## config.mk

```make
export PLATFORM = sky130hd
export DESIGN_NAME = mem_dma
export DESIGN_NICKNAME = d
export VERILOG_FILES = /design/src/rtl/mem_dma.sv
export SDC_FILE = /design/constraint.sdc
export NUM_CORES = 1
export LEC_CHECK = 0
export CAP_MARGIN = 0
export CORE_UTILIZATION = 34
export CTS_CLUSTER_SIZE = 16
export DETAILED_ROUTE_END_ITERATION = 7
export GPL_TIMING_DRIVEN = 0
export PLACE_DENSITY_LB_ADDON = 0.12
export REMOVE_ABC_BUFFERS = 1
export SLEW_MARGIN = 20
export SYNTH_ARGS = -nofsm -noshare
export SYNTH_HDL_FRONTEND = slang
export SYNTH_SLANG_ARGS = --single-unit
```

## constraint.sdc

```tcl
create_clock -name clk -period 8.6 [get_ports clk]
set_input_delay 2.15 -clock clk [delete_from_list [all_inputs] [get_ports clk]]
set_output_delay 2.15 -clock clk [all_outputs]
set_load 0.005 [all_outputs]
```

## src/rtl/mem_dma.sv

```systemverilog
// mem_dma: single-channel memory initiator for a synchronous single-port RAM.
//
// Copy mode moves `len` 32-bit words from src to dst, two cycles per word
// (read, then write with the returned data). Fill mode writes a latched
// pattern over `len` words, one word per cycle.
//
// Ports:
//   clk, rst          clock, asynchronous active-high reset
//   start, mode       command strobe (idle only); 0 = copy, 1 = fill
//   src_addr,dst_addr byte addresses, low two bits ignored
//   len, pattern      word count and fill word, sampled with start
//   abort             early termination request
//   busy, done        in-progress flag, one-cycle completion pulse
//   aborted           last transfer was aborted (held until next start)
//   words_done        words written in the current or last transfer
//   req/addr/we/be/wdata  RAM request; rdata returns one cycle after a read
module mem_dma #(
  parameter int unsigned LEN_WIDTH = 16
) (
  input  logic                 clk,
  input  logic                 rst,
  input  logic                 start,
  input  logic                 mode,
  input  logic [31:0]          src_addr,
  input  logic [31:0]          dst_addr,
  input  logic [LEN_WIDTH-1:0] len,
  input  logic [31:0]          pattern,
  input  logic                 abort,
  output logic                 busy,
  output logic                 done,
  output logic                 aborted,
  output logic [LEN_WIDTH-1:0] words_done,
  output logic                 req,
  output logic [31:0]          addr,
  output logic                 we,
  output logic [3:0]           be,
  output logic [31:0]          wdata,
  input  logic [31:0]          rdata
);

  typedef enum logic [2:0] {StIdle, StRd, StWr, StFill, StFin} state_e;

  state_e               state_q, state_d;
  logic [31:0]          src_q, src_d;
  logic [31:0]          dst_q, dst_d;
  logic [31:0]          pattern_q, pattern_d;
  logic [LEN_WIDTH-1:0] len_q, len_d;
  logic [LEN_WIDTH-1:0] words_q, words_d;
  logic                 aborted_q, aborted_d;

  logic [LEN_WIDTH-1:0] words_inc;
  logic                 last_word;

  assign words_inc = words_q + LEN_WIDTH'(1);
  // The word being written in this cycle is the final one.
  assign last_word = (words_inc == len_q);

  always_comb begin
    state_d   = state_q;
    src_d     = src_q;
    dst_d     = dst_q;
    pattern_d = pattern_q;
    len_d     = len_q;
    words_d   = words_q;
    aborted_d = aborted_q;
    unique case (state_q)
      StIdle: begin
        if (start) begin
          src_d     = {src_addr[31:2], 2'b00};
          dst_d     = {dst_addr[31:2], 2'b00};
          pattern_d = pattern;
          len_d     = len;
          words_d   = '0;
          aborted_d = 1'b0;
          if (len == '0) begin
            state_d = StFin;
          end else if (mode) begin
            state_d = StFill;
          end else begin
            state_d = StRd;
          end
        end
      end
      StRd: begin
        // An abort here drops the outstanding read; no write follows.
        if (abort) begin
          aborted_d = 1'b1;
          state_d   = StFin;
        end else begin
          state_d = StWr;
        end
      end
      StWr, StFill: begin
        // The write issued this cycle always completes and is counted.
        words_d = words_inc;
        dst_d   = dst_q + 32'd4;
        if (state_q == StWr) begin
          src_d = src_q + 32'd4;
        end
        if (abort || last_word) begin
          aborted_d = abort;
          state_d   = StFin;
        end else begin
          state_d = (state_q == StWr) ? StRd : StFill;
        end
      end
      StFin: begin
        state_d = StIdle;
      end
      default: begin
        state_d = StIdle;
      end
    endcase
  end

  always_ff @(posedge clk or posedge rst) begin
    if (rst) begin
      state_q   <= StIdle;
      src_q     <= '0;
      dst_q     <= '0;
      pattern_q <= '0;
      len_q     <= '0;
      words_q   <= '0;
      aborted_q <= 1'b0;
    end else begin
      state_q   <= state_d;
      src_q     <= src_d;
      dst_q     <= dst_d;
      pattern_q <= pattern_d;
      len_q     <= len_d;
      words_q   <= words_d;
      aborted_q <= aborted_d;
    end
  end

  // Outputs decode directly from flopped state and pointers, so reset clears
  // them without waiting for a clock edge.
  always_comb begin
    busy       = 1'b0;
    done       = 1'b0;
    req        = 1'b0;
    we         = 1'b0;
    be         = 4'h0;
    addr       = 32'h0;
    wdata      = 32'h0;
    aborted    = aborted_q;
    words_done = words_q;
    unique case (state_q)
      StRd: begin
        busy = 1'b1;
        req  = 1'b1;
        addr = src_q;
      end
      StWr: begin
        busy  = 1'b1;
        req   = 1'b1;
        we    = 1'b1;
        be    = 4'hF;
        addr  = dst_q;
        wdata = rdata;
      end
      StFill: begin
        busy  = 1'b1;
        req   = 1'b1;
        we    = 1'b1;
        be    = 4'hF;
        addr  = dst_q;
        wdata = pattern_q;
      end
      StFin: begin
        done = 1'b1;
      end
      default: begin
        done = 1'b0;
      end
    endcase
  end

endmodule
```

==> results.toml <==
[worst_setup_path]
crit_type = "primary input to primary output"
path_buf_inv = 2
cp_slowest_stage_delay_ns = 0.52
worstPathCellList = "clkdlybuf4s50_1, mux2i_1, nor2_1, clkdlybuf4s50_1"
cp_common_cell = "clkdlybuf4s50_1"
slowest_stage = "clkdlybuf4s50_1"
worst_ep_arrival_time_ns = 3.34
cp-start-kind = "primary input"
worst_setup_path_end_kind = "primary output"
critPathRequiredTime_ns = 6.45
path_max_fanout = 1
cp_top_family = "buffers and inverters"

[sta]
post-route-period-util = 0.639
fin_tns_setup_ns = 0
slew-limit-headroom = 0.388
setup_ws_ns = 3.11
hold_violations = 0
max_freq_mhz = 182
worst_pin_slew_ns = 0.909
rsz0062_at_grt = "false"
finalMaxSlewViolations = 0
final-setup-viol-count = 0
post-route-min-period_ns = 5.49
skew_ns = 0.0102

[power]
ir_drop_mv = 0.156
p_leak_nw = 4.49
power.density_nw_per_um2 = 349

[run]
drv_cap = 0

[clock_network]
clkTransAtPathRegs_ns = 0.06
cts_sinks = 128
post_cts_buffers = 0
cts_buffers = 17
hold_buffers = 0
clk-insertion-delay-late_ns = 0.42
cts_tree = "yes"
clock-root-buffer = "clkbuf_16"
cts-resized-gates = 0
cts_buffer_depth = 2
h-tree-depth = 4

[global_routing]
antenna_found_initial = 0
overflow = 0
grt_pass1_wl_mm = 38.8
grtUsageTotal = 0.220
grt_pass1_vias = 7131
grt_start_max_net_pins = 89

[min_path]
holdCritPathClass = "flip-flop to flip-flop"

[logic_synthesis]
syn_area_um2 = 7610
synth_warnings = 0
syn_inst = 943
synth_area_leaders = "dfrtp_1, nand2_1, nor2_1, mux2i_1, a21oi_1"
synth_cell_types = 57
synth_top_area_share = 0.421
ys_seq_elements = 128
yosys.area.top_type = "dfrtp_1"
async_flop_share = 1.00
synth_edf_count = 0
synth-seq-area-share = 0.421
synth_ff_type = "dfrtp_1"
synth_area_per_cell_um2 = 8.07

[die]
dieArea_um2 = 23000
initial_utilization = 0.348
die_h_um = 152
coreArea_um2 = 21900
rows = 54
ios = 238
die_x_um = 152

[cells_and_area]
post-route-util = 0.499
antenna_cells = 0
fin_cells = 1428
drive_gt1_frac = 0.0601
area_growth_pct = 43.6
final_net_count = 1288

[detailed_routing]
vias = 7529
wire_per_inst_um = 17.3
routed_wl_mm = 24.7
drtIter0Drc = 445
vias_per_cell = 5.27
firstDrtPassIters = 5
ant_nets = 0
drc = 0

[placed_design]
io_buffers = 231
post-place-ws_ns = 3.11
gp_congestion = 0.796
placed_cells_incl_taps = 1397
dp_hpwl_mm = 17.4

[status]
status = "complete, no violations"
[metal layers]
layer / track usage / up-vias / share of wire
li1: - / 3723 / -
met1: 0.301 / 3585 / 0.46
met2: 0.358 / 203 / 0.48
met3: 0.0395 / 18 / 0.045
met4: 0.0535 / 0 / 0.010
met5: 0 / - / 0
[cell usage after synthesis, drive strengths merged, types with 3 or more instances]
| master | instances |
|---|---|
| nand2 | 210 |
| a311oi | 12 |
| nor2 | 117 |
| clkbuf | 44 |
| dfrtp | 128 |
| nand3 | 34 |
| xor2 | 12 |
| o31ai | 6 |
| xnor2 | 12 |
| buf | 27 |
| and3 | 15 |
| or2 | 3 |
| ha | 3 |
| o211ai | 4 |
| nor3 | 28 |
| a211oi | 16 |
| and2 | 3 |
| a22o | 28 |
| nand4 | 17 |
| nor4 | 13 |
| a31oi | 9 |
| o22ai | 12 |
| o21ai | 57 |
| inv | 11 |
| o32ai | 5 |
| a21oi | 57 |
| and4 | 3 |
| mux2i | 33 |
[state kept, by name (all words and copies together) (netlist names)]
| signal | flops |
|---|---|
| pattern_q | 32 |
| dst_q | 30 |
| src_q | 30 |
| len_q | 16 |
| words_done | 16 |
| state_q | 3 |
| aborted | 1 |
[per-stage QoR]
stage | total power [mW] | hold slack, ns | cell area, µm²
final | 3.81 | 0.474 | 10900
after detailed placement | 3.04 | 0.463 | 10300
after CTS | 3.84 | 0.477 | 10900
after floorplan | 2.14 | 0.445 | 7280
after global routing | 4.11 | 0.485 | 10900
after global placement | 2.94 | 0.460 | 9940
[logic make-up after synthesis]
group | Yosys count | share of synthesized area
AO/OA/AOI/OAI | 223 | 0.190
XOR/XNOR | 24 | 0.0276
adder cells (fa/ha/maj) | 3 | 0.00493
buffers and inverters | 82 | 0.0495
flip-flops | 128 | 0.421
multiplexers | 33 | 0.0434
other | 1 | 0.000493
AND/OR/NAND/NOR | 449 | 0.263
[final cells by class]
type	instances	area [µm²]
Tap cell	280	350
Multi-Input combinational cell	734	4080
Fill cell	2155	11000
Inverter	11	53.8
Sequential cell	128	3200
Clock inverter	10	159
Clock buffer	21	470
Timing Repair Buffer	244	2610
[worst register-to-register path, delay by kind of cell (launching register included)]
family	cells	cell delay, ns
flip-flops	1	0.54
AO/OA/AOI/OAI	2	0.37
AND/OR/NAND/NOR	2	0.78
buffers and inverters	5	1.11
[report_power, final]
group | switching, mW | leakage (nW) | internal, mW | total (mW)
sequential | 0.301 | 1.54 | 0.870 | 1.17
clock | 0.281 | 0.305 | 0.506 | 0.787
combinational | 0.953 | 2.65 | 0.900 | 1.85
total | 1.54 | 4.49 | 2.28 | 3.81
[cell usage in the layout, fill, tap and decap left out, types with 16 or more instances in the layout]
cell,n
a21oi_1,57
o21ai_0,56
nand2_1,208
nor2_1,114
nor3_1,27
nand4_1,16
dfrtp_1,127
nand3_1,32
clkdlybuf4s50_1,231
clkbuf_16,17
mux2i_1,33
a211oi_1,16
a22o_1,28
[path summary, 6_finish.rpt]
path | start | end | slack [ns] | cells after the start
hold reg to reg | pattern_q[31] | pattern_q[31] | 0.47 | 2
setup reg to reg | state_q[1] | dst_q[14] | 5.70 | 9
setup / recovery | rdata[2] | wdata[2] | 3.11 | 4
min in group asynchronous | rst | pattern_q[8] | 2.13 | 2
max in group asynchronous | rst | state_q[2] | 5.70 | 3
hold / removal | pattern_q[31] | pattern_q[31] | 0.47 | 2
(Power assumes the default switching activity.)
